**src/rtl/processor_pkg.sv**
```systemverilog
// Shared types for the 8-bit accumulator processor: opcodes, FSM states,
// ALU operations and the instruction-length decode helper.
package processor_pkg;

   typedef enum logic [3:0] {
      OP_NOP = 4'h0, OP_LDA = 4'h1, OP_STA = 4'h2, OP_ADD = 4'h3,
      OP_SUB = 4'h4, OP_AND = 4'h5, OP_OR  = 4'h6, OP_XOR = 4'h7,
      OP_NOT = 4'h8, OP_LDI = 4'h9, OP_JMP = 4'hA, OP_JZ  = 4'hB,
      OP_JC  = 4'hC, OP_SHL = 4'hD, OP_SHR = 4'hE, OP_HLT = 4'hF
   } opcode_e;

   typedef enum logic [1:0] {
      S_FETCH, S_OPERAND, S_EXEC, S_HALT
   } state_e;

   typedef enum logic [3:0] {
      ALU_PASS, ALU_ADD, ALU_SUB, ALU_AND, ALU_OR,
      ALU_XOR, ALU_NOT, ALU_SHL, ALU_SHR
   } alu_op_e;

   // One bit per opcode: set for the single-byte ops NOP, NOT, SHL, SHR, HLT.
   localparam logic [15:0] ONE_BYTE_OPS = 16'b1110_0001_0000_0001;

   // Illegal encodings are treated as single-byte so they trap without an operand fetch.
   function automatic logic needs_operand(input logic [7:0] ir);
      return (ir[3:0] == 4'h0) && !ONE_BYTE_OPS[ir[7:4]];
   endfunction

endpackage

```
**src/rtl/processor_alu.sv**
```systemverilog
// Combinational ALU: a is the accumulator, b the memory byte or immediate.
module processor_alu
   import processor_pkg::*;
(
   input  logic [7:0] a,
   input  logic [7:0] b,
   input  alu_op_e    op,
   output logic [7:0] result,
   output logic       carry_out,
   output logic       zero
);

   logic [8:0] w_sum;

   always_comb begin
      w_sum     = 9'd0;
      result    = b;
      carry_out = 1'b0;
      case (op)
         ALU_ADD: begin
            w_sum     = {1'b0, a} + {1'b0, b};
            result    = w_sum[7:0];
            carry_out = w_sum[8];
         end
         ALU_SUB: begin
            // bit 8 of the widened difference is the borrow
            w_sum     = {1'b0, a} - {1'b0, b};
            result    = w_sum[7:0];
            carry_out = w_sum[8];
         end
         ALU_AND: result = a & b;
         ALU_OR:  result = a | b;
         ALU_XOR: result = a ^ b;
         ALU_NOT: result = ~a;
         ALU_SHL: begin
            result    = {a[6:0], 1'b0};
            carry_out = a[7];
         end
         ALU_SHR: begin
            result    = {1'b0, a[7:1]};
            carry_out = a[0];
         end
         default: result = b;
      endcase
   end

   assign zero = (result == 8'd0);

endmodule

```
**src/rtl/processor.sv**
```systemverilog
// Multi-cycle accumulator processor: FETCH -> [OPERAND] -> EXEC, HALT on HLT or
// illegal encoding. Program and data share one external combinational-read memory.
module processor
   import processor_pkg::*;
(
   input  logic       clk,
   input  logic       reset,
   output logic [7:0] Mem_IN,
   input  logic [7:0] Mem_OUT,
   output logic [7:0] Mem_ADDR,
   output logic       write,
   output logic       zero,
   output logic       carry,
   output logic       error
);

   state_e     r_state, w_next;
   logic [7:0] r_pc, r_ir, r_opr, r_acc;
   logic       r_z, r_c, r_err;

   opcode_e    w_op;
   logic       w_illegal;
   alu_op_e    w_alu_op;
   logic       w_acc_we, w_c_we, w_pc_ld;
   logic [7:0] w_alu_b, w_alu_res;
   logic       w_alu_c, w_alu_z;

   assign w_op      = opcode_e'(r_ir[7:4]);
   assign w_illegal = (r_ir[3:0] != 4'h0);
   assign w_alu_b   = (w_op == OP_LDI) ? r_opr : Mem_OUT;

   always_comb begin
      w_alu_op = ALU_PASS;
      w_acc_we = 1'b0;
      w_c_we   = 1'b0;
      w_pc_ld  = 1'b0;
      case (w_op)
         OP_LDA, OP_LDI: w_acc_we = 1'b1;
         OP_ADD: begin w_alu_op = ALU_ADD; w_acc_we = 1'b1; w_c_we = 1'b1; end
         OP_SUB: begin w_alu_op = ALU_SUB; w_acc_we = 1'b1; w_c_we = 1'b1; end
         OP_AND: begin w_alu_op = ALU_AND; w_acc_we = 1'b1; end
         OP_OR:  begin w_alu_op = ALU_OR;  w_acc_we = 1'b1; end
         OP_XOR: begin w_alu_op = ALU_XOR; w_acc_we = 1'b1; end
         OP_NOT: begin w_alu_op = ALU_NOT; w_acc_we = 1'b1; end
         OP_SHL: begin w_alu_op = ALU_SHL; w_acc_we = 1'b1; w_c_we = 1'b1; end
         OP_SHR: begin w_alu_op = ALU_SHR; w_acc_we = 1'b1; w_c_we = 1'b1; end
         OP_JMP: w_pc_ld = 1'b1;
         OP_JZ:  w_pc_ld = r_z;
         OP_JC:  w_pc_ld = r_c;
         default: ;
      endcase
   end

   processor_alu u_alu (
      .a         (r_acc),
      .b         (w_alu_b),
      .op        (w_alu_op),
      .result    (w_alu_res),
      .carry_out (w_alu_c),
      .zero      (w_alu_z)
   );

   always_ff @(posedge clk or negedge reset) begin
      if (!reset) r_state <= S_FETCH;
      else        r_state <= w_next;
   end

   always_comb begin
      w_next   = r_state;
      Mem_ADDR = r_pc;
      write    = 1'b0;
      case (r_state)
         S_FETCH:   w_next = needs_operand(Mem_OUT) ? S_OPERAND : S_EXEC;
         S_OPERAND: w_next = S_EXEC;
         S_EXEC: begin
            Mem_ADDR = r_opr;
            if (w_illegal || w_op == OP_HLT) begin
               w_next = S_HALT;
            end else begin
               w_next = S_FETCH;
               write  = (w_op == OP_STA);
            end
         end
         default: ;
      endcase
   end

   always_ff @(posedge clk or negedge reset) begin
      if (!reset) begin
         r_pc  <= 8'd0;
         r_ir  <= 8'd0;
         r_opr <= 8'd0;
         r_acc <= 8'd0;
         r_z   <= 1'b0;
         r_c   <= 1'b0;
         r_err <= 1'b0;
      end else begin
         case (r_state)
            S_FETCH: begin
               r_ir <= Mem_OUT;
               r_pc <= r_pc + 8'd1;
            end
            S_OPERAND: begin
               r_opr <= Mem_OUT;
               r_pc  <= r_pc + 8'd1;
            end
            S_EXEC: begin
               if (w_illegal) begin
                  r_err <= 1'b1;
               end else begin
                  if (w_acc_we) begin
                     r_acc <= w_alu_res;
                     r_z   <= w_alu_z;
                  end
                  if (w_c_we)  r_c  <= w_alu_c;
                  if (w_pc_ld) r_pc <= r_opr;
               end
            end
            default: ;
         endcase
      end
   end

   assign Mem_IN = r_acc;
   assign zero   = r_z;
   assign carry  = r_c;
   assign error  = r_err;

endmodule

```
**config.mk**
```make
export PLATFORM = sky130hd
export DESIGN_NAME = processor
export DESIGN_NICKNAME = d
export VERILOG_FILES = /design/src/rtl/processor_pkg.sv /design/src/rtl/processor_alu.sv /design/src/rtl/processor.sv
export SDC_FILE = /design/constraint.sdc
export NUM_CORES = 1
export LEC_CHECK = 0
export CORE_ASPECT_RATIO = 1.75
export CORE_MARGIN = 8
export CORE_UTILIZATION = 40
export CTS_CLUSTER_DIAMETER = 150
export DETAILED_ROUTE_END_ITERATION = 6
export PLACE_DENSITY = 0.58
export SYNTH_ARGS = -nofsm -noshare
export SYNTH_HDL_FRONTEND = slang
export SYNTH_SLANG_ARGS = --single-unit
```
**constraint.sdc**
```tcl
create_clock -name clk -period 3.7 [get_ports clk]
set_clock_uncertainty 0.15 [all_clocks]
set_input_delay 0.555 -clock clk [delete_from_list [all_inputs] [get_ports clk]]
set_output_delay 0.555 -clock clk [all_outputs]
set_load 0.005 [all_outputs]
```
# After elaboration in Yosys (flattened, before gate mapping)
# Memory sizes are Yosys's and may differ from the RTL's.
# Cells that the tools add are included.
# totals
reg_bits	37
mem_bits_ro	16
elab_cells	78
out_inout_bits	20
mem_count	1
input_bits	10
# classes
n_eq_ne	27
n_mux	17
reduce_logical	16
add_sub_neg	3
magnitude_cmp	1
n_bitwise	5
# mem_list
memory	words	width	rd	rd_clocked_by_memory_dff	wr	line	text
(name not given)	16	1	1	0	0	processor_pkg.sv:26	return (ir[3:0] == 4'h0) && !ONE_BYTE_OPS[ir[7:4]];
# op_table
op	n
8-bit case mux with 8 select lines	1
4-bit == test (second input constant)	9
4-bit by 3-bit == test with 1-bit output (second input constant)	8
8-bit 2-to-1 mux	4
4-bit case mux with 8 select lines	1
4-bit by 2-bit == test with 1-bit output (second input constant)	4
8-bit case mux with 2 select lines	1
10-bit OR reduction	1
8-bit by 8-bit adder with 9-bit output	1
3-bit AND reduction	3
8-bit by 8-bit subtractor with 9-bit output	1
8-bit by 1-bit adder with 8-bit output (second input constant)	1
8-bit bitwise AND	1
4-bit by 1-bit == test with 1-bit output (second input constant)	2
8-bit logical NOT	1
8-bit inverter	1
8-bit OR	1
8-bit bitwise XOR	1
2-bit case mux with 3 select lines	1
4-bit by 5-bit less-than comparator with 1-bit output (second input constant)	1
1-bit 2-to-1 mux	5
4-bit logical NOT	1
2-bit 2-to-1 mux	2
2-bit inequality test (second input constant)	2
other kinds (15)	15

# Longest topological paths before layout
# logic_depth
depth_word	6
depth_mapped	16
ltp_nobuf	14

# Modules after synthesis
# From an unflattened synthesis, not the netlist that was laid out.
# hier_totals
cells_unflattened	442
hier_area_um2	3922.5
# by_module_without_submodules
module	n_inst	seq_area_each_um2	cells_per_inst	area_per_inst_um2
processor	1	925.9	211	2250.9
processor_alu	1	0.0	231	1671.6

# Worst setup path before layout
# Ideal clock, no wire load.
# synth_path
kind	reg-to-reg
from	register r_ir[6]
to	register r_z (netlist: zero)
period_less_slack_ps	3567
path_buffers	1
setup_time_ps	122
t_arrival_ps	3296
path_stages_with_launch	14
slack_ps	133
t_required_ps	3428
cell_sequence	dfrtp_1 > and4bb_4 > buf_6 > mux2_2 > ha_1 > inv_1 > ha_1 > or3_1 > o2111a_1 > or3_1 > a21oi_1 > o21ai_1 > and2_1 > a32o_1
# synth_between
elab_chain_len	5
word_cells_on_any_way	30
cone_classes	add/sub (2); eq/ne (18); mux (4); bitwise (3); reduce/logical (3)
# synth_lines
element	line	text
from (decl)	processor.sv:18	logic [7:0] r_pc, r_ir, r_opr, r_acc;
from (signal assigned)	processor.sv:100	r_ir <= Mem_OUT;
4-bit == test (tied with other cells)	processor.sv:30, processor.sv:37	
8-bit 2-to-1 mux or 4-bit case mux with 8 select lines (tied branches)	processor.sv:30, processor.sv:37	
8-bit by 8-bit subtractor with 9-bit output (tied with other cells)	processor_alu.sv:27	w_sum = {1'b0, a} - {1'b0, b};
8-bit case mux with 8 select lines	processor_alu.sv:19	case (op)
8-bit logical NOT	processor_alu.sv:47	assign zero = (result == 8'd0);
to (signal assigned)	processor.sv:113	r_z <= w_alu_z;
to (decl)	processor.sv:19	logic r_z, r_c, r_err;
# Parallel ways exist; a longest one is shown, timed or not.
# A chain may end at the register's enable or synchronous reset.

# Final worst setup path
# layout_path
from	register r_ir[5]
to	register r_z (netlist: zero)
# The elaborated chain is that of the path after synthesis.

==> results.md <==
- Status: finished, final reports clean
- Antenna violations before repair: 0
- Final non-filler cell total: 599
- #FFs+latches synth: 37
- First-pass GRT wire length: 18,600 um
- Ant diodes: 0
- Top-area cell type share of the netlist area: 0.260
- Detailed Place HPWL: 9220 um
- Core Box Area: 0.00867 mm2
- Maximum fanout along the worst path: 5
- DR DRC count: 0
- Clock slew at reported path FFs: 0.06 ns
- Worst ir drop on vdd: 0.553 mV
- Max-slew violation count: 0
- Via-to-Cell Ratio: 5.93
- RD Place Congestion: 0.985
- Largest net degree at the start of global routing: 38
- Leakage: 1.83 nW
- Synthesis Warnings: 0
- HP Class: in2async
- Total gr overflow: 0
- Worst Max-Slew Pin Slew: 0.907 ns
- Io pins: 30
- CTS tree: done
- Ys flop type: dfrtp_1
- EDFF count, synth: 0
- CP Class: reg2reg
- Worst setup path start: r_ir[5]
- Syn Nets: 478
- Placed insts: 586
- WL/cell: 20.1 um
- Sequential share of power: 0.192
- Final min period: 3.56 ns
- Hold WS: 0.235 ns
- Max_cap viols: 0
- Clock sinks: 37
- Dominant cell type by area after synthesis: dfrtp_1
- Post-synthesis cell type count: 63
- Power, Total: 4.56 mW
- First DRT Iteration DRCs: 341
- DIE WIDTH: 87.3 um
- Root Driver: clkbuf_16
- Nets: 523
- CP endpoint kind: flip-flop
- Area of the die: 0.0123 mm2
- Synth area leaders: dfrtp_1, ha_1, mux2_2
- Clk pwr share: 0.115
- Slew margin rel.: 0.395
- Vias in the first global route: 3,552
- CP arrival: 3.60 ns
- Switch share: 0.486
- Max Freq: 281 MHz
- Vias: 3,551
- Chip height: 141 um
- Combinational share of power: 0.693
- Seq/Total Area, Yosys: 0.260
- Share of cells above drive strength 1: 0.154
- Internal: 2.34 mW
- Port buffer count: 29
- Final wirelength: 12,000 um
- Synthesized area: 0.00356 mm2
- Pre-antenna DRT Iters: 6
- PwrDens: 1060 mW/mm2
- # setup viols final: 0
- Max clock buf depth: 2
- Switching power: 2.22 mW
- Worst r2r src: r_ir[5]
- Period utilization: 0.963
- Mapped Cells: 436
- Post-layout util: 0.496
- Maximum level of the CTS H-tree: 2
- Syn-to-layout area delta: 20.9%
- Mean Syn Cell Area: 8.16 um2
- Final hold vios: 0
- GRT Total Usage: 0.199
- Initial Utilization: 0.410
- Final antenna-violating net count: 0
- Hold_buf cts: 0
- Req. time, crit path: 3.73 ns
- Std cell rows: 45
- Num CTS Buffers: 5
- Clk Latency, worst-skew pair: 0.29 ns
- Critical Path Source Type: flip-flop
- Synth async-reset ratio: 1.00
## power by group through the flow
stage	registers, mW	logic [mW]	clock network [mW]
after floorplan	0.788	2.09	0
after global placement	0.870	3.07	0
after detailed placement	0.874	3.08	0
after CTS	0.867	3.10	0.533
after global routing	0.900	3.45	0.545
final	0.874	3.16	0.524
## sequential cells by signal, indices dropped and copies added, names as in the netlist
name,cells
error,1
r_ir,8
r_state,2
zero,1
Mem_IN,8
r_opr,8
r_pc,8
carry,1
## final timing paths
path | endpoint | slack (ns) | depth (start not counted)
worst max-delay path | zero | 0.14 | 12
worst min-delay path | r_ir[3] | 0.24 | 1
worst max register to register | zero | 0.14 | 12
worst min register to register | error | 0.33 | 1
max in group asynchronous | r_ir[4] | 2.59 | 1
min in group clk | error | 0.33 | 1
## per-layer routing
| metal | part of all wire | global-route usage | vias up | wire, um |
|---|---|---|---|---|
| met5 | 0 | 0 | - | 0 |
| met4 | 0.077 | 0.163 | 0 | 920 |
| met3 | 0.041 | 0.0262 | 58 | 491 |
| met2 | 0.52 | 0.349 | 149 | 6200 |
| met1 | 0.37 | 0.202 | 1672 | 4400 |
| li1 | - | - | 1672 | - |
## layout make-up
cell class,instances,area (um2)
timing repair buffer,59,510
sequential,37,926
inverter,37,139
tap,117,146
multi-input combinational,341,2400
fill,919,4370
clock buffer,6,139
clock inverter,2,37.5
## cells in the final DEF, fill, tap and decap left out, types with 4 or more instances in the layout
master / count
dfrtp_1: 37
xnor2_1: 4
a31oi_1: 6
a22oi_1: 7
nand3_1: 8
a21oi_1: 33
o22ai_1: 8
clkdlybuf4s50_1: 28
nor2_1: 33
o32ai_1: 4
nor2b_1: 6
nor3_1: 8
o21ai_1: 7
nand2_1: 38
clkbuf_16: 5
or3_1: 5
ha_1: 31
inv_1: 36
nand2b_1: 10
buf_4: 30
mux2_2: 26
o21ai_0: 33
mux2i_1: 13
a211oi_1: 6
## cells by family (layout without fill, tap and decap cells)
| kind of cell | count (synthesis) | after routing | synth area share |
|---|---|---|---|
| fa+ha+maj | 32 | 32 | 0.115 |
| buf+inv | 58 | 104 | 0.0668 |
| compound gates | 136 | 136 | 0.245 |
| flops | 37 | 37 | 0.260 |
| mux | 41 | 41 | 0.125 |
| xor+xnor | 6 | 6 | 0.0148 |
| simple gates | 126 | 126 | 0.173 |
## stage by stage
step                      area [um2]  TNS (ns)  worst slack [ns]
after floorplan                 3560         0             0.133
after global routing            4300   -0.0154           -0.0154
final                           4300         0             0.135
after detailed placement        4080         0            0.0200
after global placement          4080         0            0.0443
after CTS                       4250         0            0.0716
## synth_stat cells (3+ instances only)
library cell / instances
dfrtp_1: 37
or3_1: 5
a21oi_1: 34
nor3_1: 8
nand2b_1: 10
nor2_1: 33
a211oi_1: 6
o21ai_1: 7
clkbuf_1: 10
buf_2: 7
xnor2_1: 4
a22oi_1: 7
nor4_1: 3
nor2b_1: 6
mux2i_1: 14
a31oi_1: 6
o32ai_1: 4
o21ai_0: 33
mux2_2: 26
a32oi_1: 3
nand3_1: 8
and3_1: 3
nand2_1: 38
ha_1: 31
and2_1: 3
o22ai_1: 8
inv_1: 36
## worst max-delay path, stage by stage, from the launching register on
cell and delay [ns]:
dfrtp_1 0.38, and4bb_4 0.40, mux2_2 0.37, ha_1 0.30, inv_1 0.06, ha_1 0.21
or3_1 0.36, o2111a_1 0.28, or3_1 0.37, a21oi_2 0.14, o21ai_1 0.08, and2_1 0.15
a32o_1 0.21
## what timing repair did
item                                    in CTS  in global routing
setup buffers                                0                  5
gates resized for setup                      0                  2
endpoints found under the setup margin       0                  1
No activity file was read; power rests on OpenSTA's default activity.
